## src/rtl/scsi_fifo_packer.sv

```systemverilog
// Packs received SCSI bytes big-endian into 32-bit FIFO longwords, with flush of partial words.
// Optional odd-parity checking on accepted bytes is enabled by defining SCSI_PARITY_EN.
module scsi_fifo_packer (
  input  logic        CLK,
  input  logic        RESET,
  input  logic        S2F,
  input  logic        BYTE_VALID,
  input  logic [7:0]  SCSI_DATA_IN,
  input  logic        SCSI_DP,
  input  logic        FLUSH,
  input  logic        FIFO_FULL,
  output logic        BYTE_READY,
  output logic        FIFO_WE,
  output logic [31:0] FIFO_ID,
  output logic [3:0]  FIFO_BE,
  output logic        FLUSH_DONE,
  output logic        PERR
);

  typedef enum logic [1:0] {
    ST_FILL  = 2'd0,
    ST_FLUSH = 2'd1,
    ST_DONE  = 2'd2
  } state_t;

  state_t      state_reg, state_next;
  logic [1:0]  cnt_reg, cnt_next;
  logic [31:0] asm_reg, asm_next;
  logic [31:0] hold_reg, hold_next;
  logic [3:0]  hold_be_reg, hold_be_next;
  logic        hold_valid_reg, hold_valid_next;
  logic        accept;
  logic        hold_free;

  // The hold slot is free either when empty or when it is being written out on this edge.
  assign hold_free = ~hold_valid_reg | FIFO_WE;
  assign accept    = S2F & BYTE_VALID & BYTE_READY;

  always_ff @(posedge CLK or posedge RESET) begin
    if (RESET) begin
      state_reg      <= ST_FILL;
      cnt_reg        <= 2'd0;
      asm_reg        <= 32'd0;
      hold_reg       <= 32'd0;
      hold_be_reg    <= 4'd0;
      hold_valid_reg <= 1'b0;
    end else begin
      state_reg      <= state_next;
      cnt_reg        <= cnt_next;
      asm_reg        <= asm_next;
      hold_reg       <= hold_next;
      hold_be_reg    <= hold_be_next;
      hold_valid_reg <= hold_valid_next;
    end
  end

  always_comb begin
    state_next = state_reg;
    case (state_reg)
      ST_FILL:  if (FLUSH) state_next = ST_FLUSH;
      ST_FLUSH: if (cnt_reg == 2'd0 && hold_free) state_next = ST_DONE;
      ST_DONE:  state_next = ST_FILL;
      default:  state_next = ST_FILL;
    endcase
  end

  always_comb begin
    cnt_next        = cnt_reg;
    asm_next        = asm_reg;
    hold_next       = hold_reg;
    hold_be_next    = hold_be_reg;
    hold_valid_next = hold_valid_reg & ~FIFO_WE;
    if (accept) begin
      if (cnt_reg == 2'd3) begin
        hold_next       = {asm_reg[31:8], SCSI_DATA_IN};
        hold_be_next    = 4'b1111;
        hold_valid_next = 1'b1;
        asm_next        = 32'd0;
        cnt_next        = 2'd0;
      end else begin
        // Lane (3 - cnt) is the bitwise inverse of the 2-bit counter.
        asm_next[{~cnt_reg, 3'b000} +: 8] = SCSI_DATA_IN;
        cnt_next = cnt_reg + 2'd1;
      end
    end else if (state_reg == ST_FLUSH && cnt_reg != 2'd0 && hold_free) begin
      // Unfilled lanes are already zero because the assembly register is cleared on every move.
      hold_next       = asm_reg;
      hold_valid_next = 1'b1;
      asm_next        = 32'd0;
      cnt_next        = 2'd0;
      case (cnt_reg)
        2'd1:    hold_be_next = 4'b1000;
        2'd2:    hold_be_next = 4'b1100;
        default: hold_be_next = 4'b1110;
      endcase
    end
  end

  always_comb begin
    FIFO_WE    = hold_valid_reg & ~FIFO_FULL;
    BYTE_READY = ~RESET & S2F & (state_reg == ST_FILL) &
                 ~(hold_valid_reg & (cnt_reg == 2'd3) & ~FIFO_WE);
    FLUSH_DONE = (state_reg == ST_DONE);
    FIFO_ID    = hold_reg;
    FIFO_BE    = hold_be_reg;
  end

`ifdef SCSI_PARITY_EN
  logic perr_reg;

  // Odd parity over {DP, data}: an even XOR reduction marks a bad byte.
  always_ff @(posedge CLK or posedge RESET) begin
    if (RESET)
      perr_reg <= 1'b0;
    else if (accept && !(^{SCSI_DP, SCSI_DATA_IN}))
      perr_reg <= 1'b1;
  end

  assign PERR = perr_reg;
`else
  logic unused_dp;
  assign unused_dp = SCSI_DP;
  assign PERR      = 1'b0;
`endif

endmodule

```

## config.mk

```make
export PLATFORM = sky130hd
export DESIGN_NAME = scsi_fifo_packer
export DESIGN_NICKNAME = d
export VERILOG_FILES = /design/src/rtl/scsi_fifo_packer.sv
export SDC_FILE = /design/constraint.sdc
export NUM_CORES = 1
export LEC_CHECK = 0
export BUFFER_PORTS_ARGS = -buffer_cell sky130_fd_sc_hd__clkbuf_2
export CAP_MARGIN = 20
export CORE_AREA = 2 2 96 98
export DETAILED_ROUTE_END_ITERATION = 6
export DIE_AREA = 0 0 98 100
export HOLD_SLACK_MARGIN = 0.05
export SLEW_MARGIN = 30
export SYNTH_ARGS = -nofsm -noshare
export SYNTH_HDL_FRONTEND = slang
export SYNTH_SLANG_ARGS = --single-unit
```

## constraint.sdc

```tcl
create_clock -name CLK -period 2 [get_ports CLK]
set_clock_uncertainty 0.05 [all_clocks]
set_input_delay 0.3 -clock CLK [delete_from_list [all_inputs] [get_ports CLK]]
set_output_delay 0.3 -clock CLK [all_outputs]
set_load 0.01 [all_outputs]
```

---- Yosys cells after proc, flatten, opt, wreduce, memory -nomap -nowiden ----
Cells that the tools add are included.
word-level totals
  register bits after elaboration ......... 73
  output and inout port bits .............. 40
  logic and storage cells ................. 63
  input bits .............................. 15
cells by class
  multiplexer cells ....................... 20
  $add $sub $neg .......................... 2
  shift-type cells ........................ 2
  reductions and logical operators ........ 9
  eq/ne operators ......................... 8
  bitwise operators ....................... 16
operators by type and width
  cell                    number
  $mux 32                 6
  $bwmux 32               1
  $shift 8x7->32 const A  1
  $shiftx 8x7->32         1
  $mux 4                  3
  $mux 2                  5
  $and 1x1->1             9
  $neg 5->7               1
  $eq 2x2->1 const B      3
  $pmux 3 s2              1
  $not 1->1               5
  $eq 2x1->1 const B      2
  $logic_not 2->1         2
  $ne 2x2->1 const B      2
  $pmux 2 s2              1
  $reduce_and 2->1        2
  $reduce_bool 2->1       2
  $logic_and 1x1->1       3
  $mux 1                  3
  $add 2x1->2 const B     1
  $ne 2x1->1 const B      1
  $not 2->2               1
  $or 1x1->1              1

---- Logic depth before layout (Yosys ltp) ----
  word-level depth ........................ 9
  mapped depth ............................ 7
  depth with buffers taken out ............ 5

---- Worst setup path before layout ----
OpenSTA, ideal clock, no wires.
  path kind ............................... reg-to-reg
  start ................................... reg cnt_reg[0]
  end ..................................... reg hold_reg[31], in the netlist FIFO_ID[31]
  path buffers ............................ 2
  slack ................................... -0.047 ns
  period minus slack after synthesis ...... 2.047 ns
  data required time ...................... 1.825 ns
  setup time .............................. 0.125 ns
  cell stages (with the launch flop) ...... 8
  arrival time ............................ 1.872 ns
  cells stage by stage .................... dfrtp_1 -> inv_1 -> ha_1 -> nor3b_2 -> buf_2 -> nand2b_1 -> buf_4 -> mux2_2
between the ends
  word-level cells in the longest chain between the ends .. 8
  elaborated cells between the ends (all ways) .. 13
  classes of those cells .................. eq/ne (2); mux (1); bitwise (5); reduce/logical (5)
ends and longest elaborated chain
  element                                                                  RTL line  RTL
  start: declaration                                                       27        logic [1:0] cnt_reg, cnt_next;
  start signal: assignment                                                 49        cnt_reg <= cnt_next;
  $eq 2x2->1                                                               74, 102
  $and 1x1->1 (2 in series)                                                102       ~(hold_valid_reg & (cnt_reg == 2'd3) & ~FIFO_WE);
  $not 1->1                                                                102
  $and 1x1->1                                                              101       BYTE_READY = ~RESET & S2F & (state_reg == ST_FILL) &
  $and 1x1->1                                                              37        assign accept = S2F & BYTE_VALID & BYTE_READY;
  $ne 2x1->1 (no source line) / $reduce_bool 2->1 (equally long branches)  n/a
  $reduce_and 2->1 (no source line)                                        n/a
  end signal: assignment                                                   51        hold_reg <= hold_next;
  end: declaration                                                         29        logic [31:0] hold_reg, hold_next;
Parallel ways exist; a longest one is shown, timed or not.
A chain may end at the register's enable or synchronous reset.

---- Final worst setup path ----
  start ................................... reg state_reg[0]
  end ..................................... reg asm_reg[29]
between the ends
  word-level cells in the longest chain between the ends .. 5
  elaborated cells between the ends (all ways) .. 9
  classes of those cells .................. eq/ne (1); mux (1); bitwise (3); reduce/logical (4)
ends and longest elaborated chain
  element                                              RTL line  RTL
  start: declaration                                   26        state_t state_reg, state_next;
  start signal: assignment                             48        state_reg <= state_next;
  $logic_not 2->1                                      101
  $and 1x1->1 (2 in series)                            101
  $and 1x1->1                                          37
  $mux 32 / $reduce_bool 2->1 (equally long branches)  n/a
  end signal: assignment                               50        asm_reg <= asm_next;
  end: declaration                                     28        logic [31:0] asm_reg, asm_next;
Parallel ways exist; a longest one is shown, timed or not.

==> results.md <==
* Status: finished with violations
* Failing checks: setup timing
* Worst r2r src: state_reg[0]
* Worst setup EP type: flip-flop
* Clk buf depth at 2
* Maximum achievable frequency at 0.4921 GHz
* Starting density of the core at 33.98%
* Switching share of total power at a little under a third
* I/O pins at 55
* #FFs+latches synth at 73
* Post-synthesis mux area share at 11.43%
* Root Buffer: clkbuf_8
* H-Tree Depth at 3
* Final nets at between 200 and 300
* Complex-gate fraction of the synthesized area at 12.43%
* Num rows at 35
* Hold WS at about 170 ps
* GRT overflow at 0
* Slew @ Worst Pin at 683.4 ps
* Combinational Power Share at 28.9%
* Final setup vio count at 21
* Gpl congestion at roughly 0.75
* Clk sinks at 73
* Final Max Tran Viols at 0
* Met3 wire len at 279 um
* DR iter-0 viols at 91
* Tcrit/Tclk final at 101.6%
* Core area at 8890 um2
* CTS tree: built
* Area delta synth->final at 23.65%
* Worst Hold Launch: FLUSH
* Largest net degree at the start of global routing at 58
* Syn nets at 226
* First-pass GRT wire length at 10.35 mm
* Worst hold path type: in2reg
* Worst-case reg-to-reg path depth at 4
* Worst skew pair latency at 340 ps
* Net Switching at 0.001425 W
* Critical path startpoint category: flip-flop
* Synth Area in XOR/XNOR at 0%
* Util after Layout at a little over two fifths
* Post-Synthesis Cells at around 210
* Ant. Diodes at 0
* Count of non-filler cells in the finished layout at 388
* Crit-path max FO at 8
* Leak pwr at 1.899 nW
* Final worst setup slack at -31.95 ps
* Die X at around 100 um
* Wire length on met1 at 2.851 mm
* Synth unique cells at 34
* Initial antenna violation count at 0
* Synth top area share at 60.48%
* Via/cell ratio at 4.791
* Slew margin rel. at a little over half
* Die area at 9800 um2
* Routed wire per std cell at 15.83 um
* Max Used Layer: met4
* Dominant cells by area after synthesis: dfrtp_1 (60%), mux2_4 (9.9%), a22o_1 (6.1%), o221a_2 (3.0%), ha_1 (2.5%)
* Pwr dens at roughly 1300 nW/um2
* Post-CTS Setup Repair Bufs at 0
* Gr usage total at about 13%
* Routed wl met2 at 2.954 mm
* Post-Synth Adder-Cell Area at 2.486%
* Crit path kind: reg2reg
* Synth area leader: dfrtp_1
* Detailed-route wire length at 6.143 mm
* Final hold viol count at 0
* DRC Markers at 0
* TritonCTS Buffers at 9
* Vias at around 1,900
* DR pass1 iterations at 4
* TNS Setup at -423.9 ps
* Synth warnings at 0
* Max IR drop VDD at 0.0004113 V
* Worst Hold Path EP: state_reg[0]
* Post-synthesis sequential area ratio at 60.48%
* DRT antenna net count at 0
* Reg2reg setup slack at -30 ps
* Sequential share of power at 42.1%
* IO buf count at 52
* Average instance area after synthesis at ~15 um2
* Share of cells above drive strength 1 at around 44%
* WHS Path Cells at 3
* Dpl hpwl at between 4 and 5 mm
* Clock share of power at 29.0%
* Simple-Gate Fraction of Synth Area at between 10% and 20%
* Req. time, crit path at 2220 ps
* Pint at 0.003298 W
* Fin crit period at around 2000 ps
* Crit path DAT at 2250 ps
* Vias in the first global route at 1,948
* Clock slew at reported path FFs at 80 ps
* Unrepaired setup endpoints after global routing: yes
* Main combinational cell family by area after synthesis: compound AO/OA/AOI/OAI gates
* R2r endpoint: asm_reg[29]
* Max Cap Violations at 0
* Die height at 100 um
* Post-Synthesis Cell Area at just over 3000 um2
* Placed insts at 371
[final cells by class]
class | instances | area (um2)
well taps | 111 | 138.9
fillers | 853 | 5155
inverters | 4 | 18.77
clock buffers | 9 | 123.9
clock inverters | 7 | 116.4
multi-input cells | 119 | 1120
flip-flops and latches | 73 | 1828
repair buffers | 65 | 389.1
[per-stage QoR]
stage	instance area, um2	setup WS, ps	power (W)
final	3735	-31.95	0.004723
after global routing	3735	-194.4	0.005022
after CTS	3721	-34.92	0.004783
after detailed placement	3471	-18.49	0.003395
after global placement	3471	32.95	0.003365
after floorplan	3025	24.76	0.002914
[cells in the final DEF, fill, tap and decap left out, drive strengths merged, types with 3 or more instances in the layout]
cell and instances:
dfrtp 73, nand2 4, nor4b 3, buf 12, a22o 21, and2 11
ha 6, o22ai 3, clkbuf 61, a32o 3, nand2b 11, inv 4
o221a 8, nor2 5, mux2 24, nand3 3, bufinv 3
[timing repair]
action / CTS / global route
gates resized for setup: 0 / 3
hold buffers: 1 / 0
cloned: 0 / 0
setup endpoints to repair: 18 / 47
endpoints found under the hold margin: 16 / 0
[kinds of logic after synthesis]
logic type | count (synthesis)
AOI/OAI and AO/OA | 41
adders and majority gates | 6
buffers and inverters | 13
DFF | 73
muxes | 24
other | 1
and+or+nand+nor | 47
[worst max-delay path, cell delays in order, from the launching register on]
cell and delay [ps]:
dfrtp_1 440, nor4b_4 380, nand4b_1 250, o22ai_1 600, a22o_1 240
[cell usage after synthesis, drive strengths merged]
cell type and count:
nand3 3, a22oi 2, nor2 5, conb 1, o22ai 3, nand4 1
mux2 24, and2 11, and3 1, inv 4, clkbuf 2, nor3b 1
nand4b 1, buf 7, nor2b 2, a311oi 1, dfrtp 73, nand2 4
ha 6, or2 1, nor4b 3, o221a 8, and2b 1, o31ai 1
nand2b 11, a22o 21, a32o 3, nor3 2, a21oi 2
[power by group through the flow]
stage	logic (W)	registers (W)	clock network, W
final	0.00136	0.00199	0.00137
after detailed placement	0.00137	0.00202	0
after floorplan	0.000851	0.00206	0
after global placement	0.00135	0.00201	0
after CTS	0.00138	0.00200	0.00140
after global routing	0.00151	0.00204	0.00147
[worst max path at each step]
stage / start / cells past startpoint / endpoint / slack, ps
finish: state_reg[0] / 4 / asm_reg[29] / -30
floorplan: cnt_reg[0] / 7 / FIFO_ID[31] / 20
detailed placement: state_reg[0] / 4 / asm_reg[8] / -20
global route: state_reg[0] / 4 / asm_reg[31] / -190
global placement: state_reg[0] / 4 / asm_reg[26] / 30
CTS: state_reg[0] / 4 / asm_reg[10] / -30
[per-layer routing]
metal,global-route usage (%),vias up
met5,0,-
met4,4.167,0
met3,4.039,5
met2,21.18,34
met1,18.21,930
li1,-,890
Note: power is estimated with default switching activity, not from simulation.
